[src/rtl/video_pkg.sv]
// video_pkg: shared pixel/stream types, packer phases and screen constants
package video_pkg;
  typedef logic [23:0] rgb_t;
  typedef struct packed {
    logic        tuser;
    logic        tlast;
    logic [31:0] tdata;
  } axis_word_t;
  typedef enum logic [1:0] {PH0, PH1, PH2, PH3} phase_t;
  localparam int SCREEN_WIDTH    = 640;
  localparam int SCREEN_HEIGHT   = 480;
  localparam int PIX_PER_GROUP   = 4;
  localparam int WORDS_PER_GROUP = 3;
endpackage

[src/rtl/axis_word_fifo.sv]
// axis_word_fifo: dual-push (0-2 per cycle), single-pop word FIFO with free-slot count
// Ports: clk/reset; push_a/word_a, push_b/word_b (b is written after a);
//        pop; head (zero when empty); empty; free = slots left after this cycle.
module axis_word_fifo
  import video_pkg::*;
#(
  parameter int DEPTH = 8
) (
  input  logic                     clk,
  input  logic                     reset,
  input  logic                     push_a,
  input  axis_word_t               word_a,
  input  logic                     push_b,
  input  axis_word_t               word_b,
  input  logic                     pop,
  output axis_word_t               head,
  output logic                     empty,
  output logic [$clog2(DEPTH):0]   free
);
  localparam int AW = $clog2(DEPTH);
  localparam int CW = AW + 1;
  axis_word_t mem [DEPTH];
  logic [AW-1:0] wr_ptr, rd_ptr;
  logic [CW-1:0] count, count_n;
  logic ok_a, ok_b, pop_ok, overflow;
  // Fullness is judged before this cycle's pop, so a full FIFO never overwrites its head.
  always_comb begin
    pop_ok  = pop && !empty;
    ok_a    = push_a && count != CW'(DEPTH);
    ok_b    = push_b && count + CW'(ok_a) != CW'(DEPTH);
    count_n = count + CW'(ok_a) + CW'(ok_b) - CW'(pop_ok);
  end
  assign empty = count == '0;
  assign head  = empty ? '0 : mem[rd_ptr];
  assign free  = CW'(DEPTH) - count_n;
  always_ff @(posedge clk) begin
    if (reset) begin
      wr_ptr   <= '0;
      rd_ptr   <= '0;
      count    <= '0;
      overflow <= 1'b0;
    end else begin
      wr_ptr   <= wr_ptr + AW'(ok_a) + AW'(ok_b);
      rd_ptr   <= rd_ptr + AW'(pop_ok);
      count    <= count_n;
      overflow <= overflow | (push_a & !ok_a) | (push_b & !ok_b);
    end
  end
  always_ff @(posedge clk) begin
    if (ok_a) mem[wr_ptr] <= word_a;
    if (ok_b) mem[wr_ptr + AW'(ok_a)] <= word_b;
  end
endmodule

[src/rtl/video_axis_packer.sv]
// video_axis_packer: packs 24-bit pixels 4:3 into 32-bit AXI4-Stream video words
// Ports: clk/reset; pixel in valid_i, colour_i, first_i, last_x_i; ready_o to upstream;
//        AXI master m_tdata, m_tvalid, m_tready, m_tuser (start of frame), m_tlast (end of line).
module video_axis_packer
  import video_pkg::*;
#(
  parameter int RBG_SIZE   = 24,
  parameter int DATA_WIDTH = 32,
  parameter int FIFO_DEPTH = 8
) (
  input  logic                  clk,
  input  logic                  reset,
  input  logic                  valid_i,
  input  logic [RBG_SIZE-1:0]   colour_i,
  input  logic                  first_i,
  input  logic                  last_x_i,
  output logic                  ready_o,
  output logic [DATA_WIDTH-1:0] m_tdata,
  output logic                  m_tvalid,
  input  logic                  m_tready,
  output logic                  m_tuser,
  output logic                  m_tlast
);
  localparam int FW = $clog2(FIFO_DEPTH) + 1;
  phase_t phase, phase_n, eff;
  rgb_t c, residue, residue_n, res_n;
  logic [31:0] w_norm;
  logic sof_pending, sof_n, sof, has_n, flush, push_a, push_b, pop, empty;
  axis_word_t word_a, word_b, head;
  logic [FW-1:0] free;
  assign c = colour_i;
  // A start-of-frame pixel abandons any partial group and restarts at phase 0.
  // The flush word is always the zero-extended residue left after this pixel.
  always_comb begin
    eff          = first_i ? PH0 : phase;
    w_norm       = eff == PH1 ? {c[7:0], residue} :
                   eff == PH2 ? {c[15:0], residue[15:0]} : {c, residue[7:0]};
    res_n        = eff == PH0 ? c : eff == PH1 ? {8'h0, c[23:8]} :
                   eff == PH2 ? {16'h0, c[23:16]} : 24'h0;
    has_n        = valid_i && eff != PH0;
    flush        = valid_i && last_x_i && eff != PH3;
    sof          = sof_pending || (valid_i && first_i);
    push_a       = has_n || flush;
    push_b       = has_n && flush;
    word_a.tuser = sof;
    word_a.tlast = last_x_i && !push_b;
    word_a.tdata = has_n ? w_norm : {8'h0, res_n};
    word_b.tuser = 1'b0;
    word_b.tlast = 1'b1;
    word_b.tdata = {8'h0, res_n};
    phase_n      = !valid_i ? phase : last_x_i ? PH0 : phase_t'(eff + 2'd1);
    residue_n    = !valid_i ? residue : last_x_i ? 24'h0 : res_n;
    sof_n        = sof && !push_a;
  end
  always_ff @(posedge clk) begin
    if (reset) begin
      phase       <= PH0;
      residue     <= '0;
      sof_pending <= 1'b0;
      ready_o     <= 1'b0;
    end else begin
      phase       <= phase_n;
      residue     <= residue_n;
      sof_pending <= sof_n;
      ready_o     <= free >= FW'(4);
    end
  end
  axis_word_fifo #(.DEPTH(FIFO_DEPTH)) u_fifo (
    .clk    (clk),
    .reset  (reset),
    .push_a (push_a),
    .word_a (word_a),
    .push_b (push_b),
    .word_b (word_b),
    .pop    (pop),
    .head   (head),
    .empty  (empty),
    .free   (free)
  );
  assign m_tvalid = !empty;
  assign pop      = m_tvalid && m_tready;
  assign m_tdata  = head.tdata;
  assign m_tuser  = head.tuser;
  assign m_tlast  = head.tlast;
endmodule

[config.mk]
export PLATFORM = sky130hd
export DESIGN_NAME = video_axis_packer
export DESIGN_NICKNAME = d
export VERILOG_FILES = /design/src/rtl/video_pkg.sv /design/src/rtl/axis_word_fifo.sv /design/src/rtl/video_axis_packer.sv
export SDC_FILE = /design/constraint.sdc
export NUM_CORES = 1
export LEC_CHECK = 0
export ABC_AREA = 1
export BUFFER_PORTS_ARGS = -buffer_cell sky130_fd_sc_hd__buf_2
export CAP_MARGIN = 20
export CORE_ASPECT_RATIO = 2
export CORE_MARGIN = 1.5
export CORE_UTILIZATION = 45
export CTS_CLUSTER_SIZE = 24
export DETAILED_ROUTE_END_ITERATION = 6
export GPL_ROUTABILITY_DRIVEN = 0
export GPL_TIMING_DRIVEN = 1
export PLACE_DENSITY = 0.64
export SLEW_MARGIN = 10
export SYNTH_ARGS = -nofsm -noshare
export SYNTH_HDL_FRONTEND = slang
export SYNTH_SLANG_ARGS = --single-unit
[constraint.sdc]
create_clock -name clk -period 5.71 [get_ports clk]
set_clock_uncertainty 0.2 [all_clocks]
set_input_delay 1.142 -clock clk [delete_from_list [all_inputs] [get_ports clk]]
set_output_delay 1.142 -clock clk [all_outputs]
set_load 0.1 [all_outputs]
==> metrics.yaml <==
hp-class: "flop to flop"
irDropWorstVdd_uv: 548
final_cell_mix: "nand2_1, nor2_1, edfxtp_1"
grt-ovfl-total: 0
fill_cells: 3477
rows: 98
netlist_instances: 2132
max-cap-violations: 0
clock-root-buffer: "clkbuf_16"
finalHoldViolCount: 0
synth_edf_count: 192
path_clk_slew_ps: 70
drt-total-wl_mm: 53.9
cp_data_required_time_ps: 5970
rr_startpoint: "phase[1]"
setup_viol: 0
cellLeakagePower_uw: 0.00820
vias: 14751
worst_slew_pin_slew_ps: 1130
syn_to_final_growth_pct: 8.82
reg2reg_slack_ps: 1070
crit_type: "input pin to flop"
rsz0062_at_grt: "no"
cts_hold_buf: 0
post_cts_resized: 0
cts_setup_buffers: 0
avgSynthCellArea_um2: 7.68
critPathLaunchType: "input pin"
first_global_vias: 14063
die_area_mm2: 0.0376
io_pins: 66
clock_sinks: 310
drive_above_1_share_pct: 9.21
outcome: "complete, no violations"
ys_ff_latch: 310
multi_input_area_mm2: 0.00729
fmax_mhz: 200
final_common_cell: "nand2_1"
antenna_found_initial: 0
r2r-end: "ready_o"
reg2regPathDepth: 24
finalMaxSlewViolations: 0
syn-cell-area_mm2: 0.0164
ys_seq_area_share_pct: 49.6
nets: 2197
relSlewSlack_pct: 24.3
fin_crit_sh_pct: 87.4
worstHoldEndpoint: "u_fifo.mem[5][27]"
post-route-util_pct: 49.8
clock_latency_ps: 570
ys_warn_count: 0
hold_path_depth: 2
coreArea_mm2: 0.0358
p_per_area_mw_per_mm2: 423
async_flop_share_pct: 0
grt_pass1_wl_mm: 81.1
die-width_um: 138
h-tree-depth: 1
synth_top_flop_cell: "edfxtp_1"
cts_tree: "done"
start_util_pct: 45.7
vias_per_cell: 5.63
yosysUniqueCellTypes: 33
synthesis.nets: 2180
numCtsBuffers: 28
io_buffers: 65
grt_max_degree: 89
critPathMaxFanout: 18
groute.usage.overall_pct: 28.9
crit_path_end_kind: "flop"
cts_buffer_depth: 3
num_antenna_cells: 0
route.detailed.wl_per_inst_um: 20.6
die_y_um: 273
drc_errors: 0
tns_ps: 0
initialDrtViolationCount: 1484
layout_min_cycle_time_ps: 4990
dp_hpwl_mm: 35.9
hold_path_startpoint: "u_fifo.mem[5][27]"
ant_nets: 0
drt_pass1_iterations: 6
regArea_mm2: 0.00814
worstPathArrival_ps: 5250
metal layers:
layer,vias to the layer above,share of wire [%],GRT usage [%]
met4,0,6.9,18.2
met1,6922,35,31.7
met3,174,6.3,3.30
li1,7000,-,-
met2,655,52,51.9
met5,-,0,0
power breakdown:
part / internal, µW / switching [µW] / leakage, µW
registers: 2470 / 126 / 0.00303
clock network: 1040 / 870 / 0.000451
logic: 584 / 2460 / 0.00472
stage by stage:
stage / instances / setup slack, ps / hold WS (ps) / total power [µW] / instance area, µm²
2_1_floorplan: 2132 / 710 / 214 / 4990 / 16400
3_3_place_gp: 2569 / 331 / 223 / 5650 / 16900
3_5_place_dp: 2569 / 161 / 227 / 5680 / 16900
4_1_cts: 2621 / 754 / 244 / 7560 / 17800
5_1_grt: 2621 / 353 / 257 / 7860 / 17800
6_report: 2621 / 720 / 243 / 7550 / 17800
layout make-up:
type | instances | share of cell area [%]
Sequential cell | 310 | 45.7
Clock buffer | 39 | 4.51
Inverter | 76 | 1.64
Clock inverter | 13 | 0.562
Tap cell | 450 | 3.16
Multi-Input combinational cell | 1630 | 40.9
Timing Repair Buffer | 103 | 3.57
critical path, stage by stage:
cell and delay [ps]:
buf_2 110, nor2_1 200, inv_1 90, ha_1 250
clkinv_4 140, nand2_2 70, nand2_2 160, nand2_1 160
inv_1 120, ha_1 180, ha_1 180, xnor2_1 110
ha_1 200, nand2_1 130, nand3_4 350, ha_1 420
inv_1 60, ha_1 160, inv_1 60, fa_1 440
xnor2_1 250, nand2_1 90, nor2_1 110, nor2_1 50
cell usage after synthesis, types with 8 or more instances:
library cell  instances  share of area, %
nor2_1              333               7.6
inv_1                72               1.7
dfxtp_1             118                14
clkbuf_1             62               1.4
nand3b_1              8              0.37
o211ai_1             42               1.9
buf_6                28               1.9
ha_1                 17               1.3
o21ai_2               8              0.43
o22ai_1              34               1.3
nor3_1               23              0.70
buf_2                16              0.49
a21oi_1              39               1.2
edfxtp_1            192                35
nand2_1             810                19
nand3_1             115               3.5
o21ai_0             153               4.7
nor2_4                8              0.55
cells by family (layout without fill, tap and decap cells):
| kind of cell | Yosys count | after routing | share of synthesized area [%] |
|---|---|---|---|
| xor+xnor | 5 | 5 | 0.267 |
| flops | 310 | 310 | 49.6 |
| compound gates | 283 | 283 | 9.76 |
| buf+inv | 192 | 231 | 5.91 |
| simple gates | 1324 | 1324 | 33.0 |
| fa+ha+maj | 18 | 18 | 1.42 |
flip-flops by register name (all words and copies together), names as in the netlist:
name / count
ready_o: 1
sof_pending: 1
residue: 24
u_fifo.mem: 272
u_fifo.count: 4
u_fifo.rd_ptr: 3
u_fifo.wr_ptr: 3
phase: 2
how the worst max path moves through the flow:
stage	startpoint	end	slack, ps	depth (start not counted)
5_1_grt	first_i	ready_o	350	24
3_3_place_gp	first_i	ready_o	330	24
2_1_floorplan	first_i	ready_o	710	24
4_1_cts	first_i	ready_o	750	24
6_report	first_i	ready_o	720	24
3_5_place_dp	first_i	ready_o	160	24
Power figures use the tool's default switching activity.
